File: config.mk
export PLATFORM = sky130hd
export DESIGN_NAME = knight_cmd_sequencer
export DESIGN_NICKNAME = d
export VERILOG_FILES = /design/src/rtl/knight_pkg.sv /design/src/rtl/cmd_fifo.sv /design/src/rtl/knight_cmd_sequencer.sv
export SDC_FILE = /design/constraint.sdc
export NUM_CORES = 1
export LEC_CHECK = 0
export CAP_MARGIN = 25
export CORE_MARGIN = 2
export CORE_UTILIZATION = 55
export DETAILED_ROUTE_END_ITERATION = 10
export MAX_ROUTING_LAYER = met4
export PLACE_DENSITY = 0.81
export SKIP_LAST_GASP = 1
export SLEW_MARGIN = 25
export SYNTH_ARGS = -nofsm -noshare
export SYNTH_HDL_FRONTEND = slang
export SYNTH_SLANG_ARGS = --single-unit
File: constraint.sdc
create_clock -name clk -period 4 [get_ports clk]
set_clock_uncertainty 0.05 [all_clocks]
set_input_delay 1 -clock clk [delete_from_list [all_inputs] [get_ports clk]]
set_output_delay 1 -clock clk [all_outputs]
set_load 0.05 [all_outputs]
File: src/rtl/knight_pkg.sv
// Shared types and constants for the Knight's Tour command sequencer.
//   seq_state_t : sequencer FSM states
//   err_code_t  : error codes reported on err_code
//   RESP_POS_ACK, CMD_CAL and the heading bytes used to build move commands
package knight_pkg;

  typedef enum logic [2:0] {
    S_IDLE,
    S_ISSUE,
    S_WAIT_SENT,
    S_WAIT_RESP,
    S_DONE,
    S_ERR
  } seq_state_t;

  typedef enum logic [1:0] {
    ERR_NONE     = 2'd0,
    ERR_SENT_TMO = 2'd1,
    ERR_RESP_TMO = 2'd2,
    ERR_MISMATCH = 2'd3
  } err_code_t;

  localparam logic [7:0]  RESP_POS_ACK = 8'hA5;
  localparam logic [15:0] CMD_CAL      = 16'h0000;

  localparam logic [7:0] NORTH = 8'h00;
  localparam logic [7:0] WEST  = 8'h3F;
  localparam logic [7:0] SOUTH = 8'h7F;
  localparam logic [7:0] EAST  = 8'hBF;

endpackage

File: src/rtl/cmd_fifo.sv
// Circular command buffer with wrap-around pointers and an occupancy count.
//   clk, rst_n       : clock, async active-low reset
//   i_push / i_data  : write one entry (dropped when full)
//   i_pop / o_data   : o_data is the head; i_pop advances it (ignored when empty)
//   i_flush          : empty the buffer; wins over push and pop
//   o_full, o_empty, o_count : occupancy status
module cmd_fifo #(
  parameter int DEPTH = 8,
  parameter int WIDTH = 26
) (
  input  logic                     clk,
  input  logic                     rst_n,
  input  logic                     i_push,
  input  logic [WIDTH-1:0]         i_data,
  input  logic                     i_pop,
  input  logic                     i_flush,
  output logic [WIDTH-1:0]         o_data,
  output logic                     o_full,
  output logic                     o_empty,
  output logic [$clog2(DEPTH):0]   o_count
);

  localparam int AW = $clog2(DEPTH);
  localparam logic [AW:0] FULL_CNT = (AW+1)'(DEPTH);

  logic [WIDTH-1:0] r_mem [DEPTH];
  logic [AW-1:0]    r_wr_ptr;
  logic [AW-1:0]    r_rd_ptr;
  logic [AW:0]      r_count;
  logic             w_push_ok;
  logic             w_pop_ok;

  assign w_push_ok = i_push && !i_flush && (r_count != FULL_CNT);
  assign w_pop_ok  = i_pop  && !i_flush && (r_count != '0);

  // DEPTH is a power of two, so the pointers wrap on their own
  always_ff @(posedge clk or negedge rst_n) begin
    if (!rst_n) begin
      r_wr_ptr <= '0;
      r_rd_ptr <= '0;
      r_count  <= '0;
    end else if (i_flush) begin
      r_wr_ptr <= '0;
      r_rd_ptr <= '0;
      r_count  <= '0;
    end else begin
      if (w_push_ok) r_wr_ptr <= r_wr_ptr + 1'b1;
      if (w_pop_ok)  r_rd_ptr <= r_rd_ptr + 1'b1;
      if (w_push_ok && !w_pop_ok)      r_count <= r_count + 1'b1;
      else if (!w_push_ok && w_pop_ok) r_count <= r_count - 1'b1;
    end
  end

  always_ff @(posedge clk) begin
    if (w_push_ok) r_mem[r_wr_ptr] <= i_data;
  end

  assign o_data  = r_mem[r_rd_ptr];
  assign o_full  = (r_count == FULL_CNT);
  assign o_empty = (r_count == '0);
  assign o_count = r_count;

endmodule

File: src/rtl/knight_cmd_sequencer.sv
// Command sequencer driving the RemoteComm command interface.
// Buffers commands tagged with an expected response byte and response count,
// issues them in order, waits for cmd_sent and each resp_rdy with a timeout,
// and checks every response byte.
//   clk, rst_n                         : clock, async active-low reset
//   wr_en, wr_cmd, wr_exp, wr_nresp    : script entry push
//   start, abort                       : run / stop-and-flush
//   send_cmd, cmd, cmd_sent, resp_rdy, resp : RemoteComm handshake
//   full, empty, busy, done, err, err_code, err_idx, pass_cnt : status
//
// state       | meaning
// S_IDLE      | waiting for start
// S_ISSUE     | send_cmd high for one cycle, head entry already latched
// S_WAIT_SENT | waiting for cmd_sent
// S_WAIT_RESP | waiting for the remaining responses
// S_DONE      | script finished cleanly, done held
// S_ERR       | failure recorded, remaining entries kept for resume
module knight_cmd_sequencer
  import knight_pkg::*;
#(
  parameter int               DEPTH     = 8,
  parameter int               TMO_W     = 24,
  parameter logic [TMO_W-1:0] TMO_LIMIT = 24'd10_000_000,
  parameter int               NRESP_W   = 2
) (
  input  logic                     clk,
  input  logic                     rst_n,
  input  logic                     wr_en,
  input  logic [15:0]              wr_cmd,
  input  logic [7:0]               wr_exp,
  input  logic [NRESP_W-1:0]       wr_nresp,
  input  logic                     start,
  input  logic                     abort,
  output logic                     send_cmd,
  output logic [15:0]              cmd,
  input  logic                     cmd_sent,
  input  logic                     resp_rdy,
  input  logic [7:0]               resp,
  output logic                     full,
  output logic                     empty,
  output logic                     busy,
  output logic                     done,
  output logic                     err,
  output logic [1:0]               err_code,
  output logic [$clog2(DEPTH):0]   err_idx,
  output logic [$clog2(DEPTH):0]   pass_cnt
);

  localparam int IW = $clog2(DEPTH) + 1;
  localparam int EW = 16 + 8 + NRESP_W;

  seq_state_t         r_state;
  logic               r_send;
  logic [15:0]        r_cmd;
  logic [7:0]         r_exp;
  logic [NRESP_W-1:0] r_rem;
  logic [TMO_W-1:0]   r_tmo;
  logic               r_done;
  logic               r_err;
  err_code_t          r_code;
  logic [IW-1:0]      r_idx;
  logic [IW-1:0]      r_pass;

  logic [EW-1:0]      w_head;
  logic [NRESP_W-1:0] w_head_n;
  logic [IW-1:0]      w_count;
  logic               w_has_next;
  logic               w_start_ok;
  logic               w_last_ok;
  logic               w_pop;
  logic               w_tmo_hit;

  cmd_fifo #(.DEPTH(DEPTH), .WIDTH(EW)) u_fifo (
    .clk     (clk),
    .rst_n   (rst_n),
    .i_push  (wr_en),
    .i_data  ({wr_cmd, wr_exp, wr_nresp}),
    .i_pop   (w_pop),
    .i_flush (abort),
    .o_data  (w_head),
    .o_full  (full),
    .o_empty (empty),
    .o_count (w_count)
  );

  assign w_head_n   = (w_head[NRESP_W-1:0] == '0) ? NRESP_W'(1) : w_head[NRESP_W-1:0];
  assign w_has_next = (w_count != '0);
  assign w_start_ok = start && (r_state == S_IDLE || r_state == S_DONE || r_state == S_ERR);
  assign w_last_ok  = (r_state == S_WAIT_RESP) && resp_rdy && (resp == r_exp) &&
                      (r_rem == NRESP_W'(1));
  // the head is popped on the edge that enters S_ISSUE so cmd is valid with send_cmd
  assign w_pop      = !abort && w_has_next && (w_start_ok || w_last_ok);
  assign w_tmo_hit  = (r_tmo == TMO_LIMIT - 1'b1);

  always_ff @(posedge clk or negedge rst_n) begin
    if (!rst_n) begin
      r_state <= S_IDLE;
      r_send  <= 1'b0;
      r_cmd   <= '0;
      r_exp   <= '0;
      r_rem   <= '0;
      r_tmo   <= '0;
      r_done  <= 1'b0;
      r_err   <= 1'b0;
      r_code  <= ERR_NONE;
      r_idx   <= '0;
      r_pass  <= '0;
    end else begin
      r_send <= 1'b0;
      if (abort) begin
        r_state <= S_IDLE;
      end else begin
        case (r_state)
          S_IDLE, S_DONE, S_ERR: begin
            if (start) begin
              // resuming from ERR keeps the running pass count and failing index
              if (r_state != S_ERR) begin
                r_pass <= '0;
                r_idx  <= '0;
              end
              r_done <= 1'b0;
              r_err  <= 1'b0;
              r_code <= ERR_NONE;
              if (!w_has_next) begin
                r_state <= S_DONE;
                r_done  <= 1'b1;
              end
            end
          end
          S_ISSUE: begin
            r_state <= S_WAIT_SENT;
            r_tmo   <= '0;
          end
          S_WAIT_SENT: begin
            if (cmd_sent) begin
              r_state <= S_WAIT_RESP;
              r_tmo   <= '0;
            end else if (w_tmo_hit) begin
              r_state <= S_ERR;
              r_err   <= 1'b1;
              r_code  <= ERR_SENT_TMO;
              r_idx   <= r_pass;
            end else if (r_tmo != '1) begin
              r_tmo <= r_tmo + 1'b1;
            end
          end
          S_WAIT_RESP: begin
            if (resp_rdy) begin
              if (resp != r_exp) begin
                r_state <= S_ERR;
                r_err   <= 1'b1;
                r_code  <= ERR_MISMATCH;
                r_idx   <= r_pass;
              end else begin
                r_rem <= r_rem - 1'b1;
                r_tmo <= '0;
                if (r_rem == NRESP_W'(1)) begin
                  r_pass <= r_pass + 1'b1;
                  if (!w_has_next) begin
                    r_state <= S_DONE;
                    r_done  <= 1'b1;
                  end
                end
              end
            end else if (w_tmo_hit) begin
              r_state <= S_ERR;
              r_err   <= 1'b1;
              r_code  <= ERR_RESP_TMO;
              r_idx   <= r_pass;
            end else if (r_tmo != '1) begin
              r_tmo <= r_tmo + 1'b1;
            end
          end
          default: r_state <= S_IDLE;
        endcase

        if (w_pop) begin
          r_state <= S_ISSUE;
          r_send  <= 1'b1;
          r_cmd   <= w_head[EW-1 -: 16];
          r_exp   <= w_head[NRESP_W +: 8];
          r_rem   <= w_head_n;
        end
      end
    end
  end

  assign send_cmd = r_send;
  assign cmd      = r_cmd;
  assign busy     = (r_state == S_ISSUE) || (r_state == S_WAIT_SENT) || (r_state == S_WAIT_RESP);
  assign done     = r_done;
  assign err      = r_err;
  assign err_code = r_code;
  assign err_idx  = r_idx;
  assign pass_cnt = r_pass;

endmodule

==> metrics.txt <==
status finished clean; final setup fails 0; die area approximately 0.023 mm2; post-DR vias/cell 6.12; syn avg cell area approximately 15 um2; depth of the CTS H-tree 1; initial antenna violation count 0; Post-synth EDFFs between 200 and 250; async set-reset flop share out of synthesis 0.268; cts repair resizes 0; final worst-path cycle share 0.944; # diodes 0; Worst Tran Pin Value about 900 ps; Hold-fix buffers, CTS 0; storage element area 0.00815 mm2; clock slew at reported path FFs 60 ps; Die Width approximately 150 um; critical path type flip-flop to primary output; RSZ-0062 raised after global routing no; aggregate global routing overflow 0; Max Root-Sink Buffers 3; fin area 0.0140 mm2; setup TNS 0 ps; sequential area share after synthesis 0.679; CTS buffer count 28; post-place instance area 0.0131 mm2; Hold/Removal Path Class input pin to async pin; vias approximately 7200; Initial DRT Pass Iterations 5; FP Rows 54; commonest non-fill, non-tap cell in the layout edfxtp_1; startpoint types flip-flop; DRC 0; # IOs 73; worst setup margin approximately 230 ps; max_cap viols 0; critical-path maximum fanout 8; RePlAce Congestion a little under 0.9; Post-synth top flop edfxtp_1; Total GRT Usage 0.233; Pleak roughly 4.8 nW; initial drt markers roughly 630; Mapped Nets 825; Worst-Skew Late Latency 560 ps; Final ANT Viol Nets 0; vias in the first global route around 7000; Reg2Reg Depth 12; Setup crit end kind primary output; Filler cells between 1500 and 2000; CP required a little under 3000 ps; core area 0.0216 mm2; yosys warns 0; nets@finish ~920; share of cells above drive strength 1 0.163; Routed WL 25400 um; Worst IR Drop VDD around 0.00053 V; Starting Density 0.555; area of the multi-input gates ~0.0036 mm2; Buffers on Ports 72; commonest cells after routing, fill and taps aside edfxtp_1 (208), dfrtp_1 (74), clkdlybuf4s50_1 (71); Final Hold Fails 0; post-route minimum period 3770 ps; Clock Sinks 284; Area Overhead vs Synth 16.8%; hpwl dp between 15000 and 20000 um; DP Worst Slack between 100 and 150 ps; synthesized cell area roughly 0.012 mm2; relative slew slack 0.398; pwr dens between 600 and 700 mW/mm2; Layout Utilization 0.648; clk root buf clkbuf_16; flops & latches, synth ~280; TritonCTS clock tree built; max-slew violations 0; DR WL/cell ~22 um; fmax between 200 and 300 MHz; first-pass GRT wire length between 30000 and 40000 um; total power around 8.5 mW; pin count of the biggest net entering global routing 41; Chip Height ~150 um; Post-CTS Setup Repair Bufs 0; Mapped Cells a little under 800; crit path DAT ~2700 ps; library cells used by synthesis 63
-- path summary, 6_finish.rpt --
path,from,end,slack [ps]
worst max-delay path,u_fifo.o_count[0]$_DFFE_PN0P_,empty,230
worst min-delay path,rst_n,r_exp[1]$_DFFE_PN0P_,400
worst max register to register,u_fifo.o_count[0]$_DFFE_PN0P_,u_fifo.o_count[3]$_DFFE_PN0P_,710
worst min register to register,cmd[14]$_DFFE_PN0P_,cmd[14]$_DFFE_PN0P_,430
max in group asynchronous,rst_n,r_tmo[21]$_DFFE_PN0P_,2880
min in group clk,cmd[14]$_DFFE_PN0P_,cmd[14]$_DFFE_PN0P_,430
-- critical path: stages (launching register included) --
cell             delay [ps]
dfrtp_1                 430
or4_1                   720
inv_1                   210
clkdlybuf4s50_1         820
-- state kept, by name (all words and copies together) (netlist names), 2 cells and up --
name             cells
cmd                 16
err_code             2
err_idx              4
pass_cnt             4
r_exp                8
r_rem                2
r_state              3
r_tmo               24
u_fifo.o_count       4
u_fifo.r_mem       208
u_fifo.r_rd_ptr      3
u_fifo.r_wr_ptr      3
-- cells in the mapped netlist (all sizes together), types with 5 or more instances --
library cell / n / area [um2]
or3: 14 / 87.6
edfxtp: 208 / 6250
nor2: 42 / 160
o31ai: 5 / 37.5
nand2b: 8 / 50.1
mux2i: 31 / 310
or4: 11 / 90.1
nand2: 66 / 248
nand4: 19 / 125
dfrtp: 76 / 1900
clkbuf: 23 / 126
mux4: 52 / 1170
nand3: 11 / 60.1
ha: 7 / 87.6
and4: 6 / 53.8
a21oi: 31 / 155
o21a: 6 / 45.0
xnor2: 12 / 105
and3: 5 / 33.8
nor3: 16 / 80.1
o21ai: 47 / 235
inv: 13 / 48.8
buf: 11 / 61.3
-- cells by family after synthesis --
family                     count (synthesis)  synth area share
AOI/OAI and AO/OA                        119            0.0597
xor gates and xnor gates                  15            0.0110
adders and majority gates                  8           0.00897
buffers and inverters                     47            0.0197
DFF                                      284             0.679
muxes                                     84             0.124
and+or+nand+nor                          219            0.0971
-- power by group --
group	switching (mW)	internal (mW)
Combinational	1.22	0.943
Clock	1.10	1.50
Sequential	0.321	3.45
-- through the flow --
step	hold slack, ps	cells
2_1_floorplan	420	776
3_3_place_gp	414	1115
4_1_cts	385	1168
6_report	396	1168
3_5_place_dp	420	1116
5_1_grt	412	1168
-- cell type report --
type,count,share of cell area
flip-flops and latches,284,0.582
inverters,13,0.00348
clock inverters,12,0.00964
well taps,280,0.0250
repair buffers,94,0.0639
clock buffers,40,0.0561
multi-input cells,445,0.260
-- routing by layer --
metal	GRT usage	routed length, um
met5	-	0
met1	0.309	10400
met3	0.0380	1730
met2	0.387	12800
met4	0.0505	465
Power figures use the tool's default switching activity.
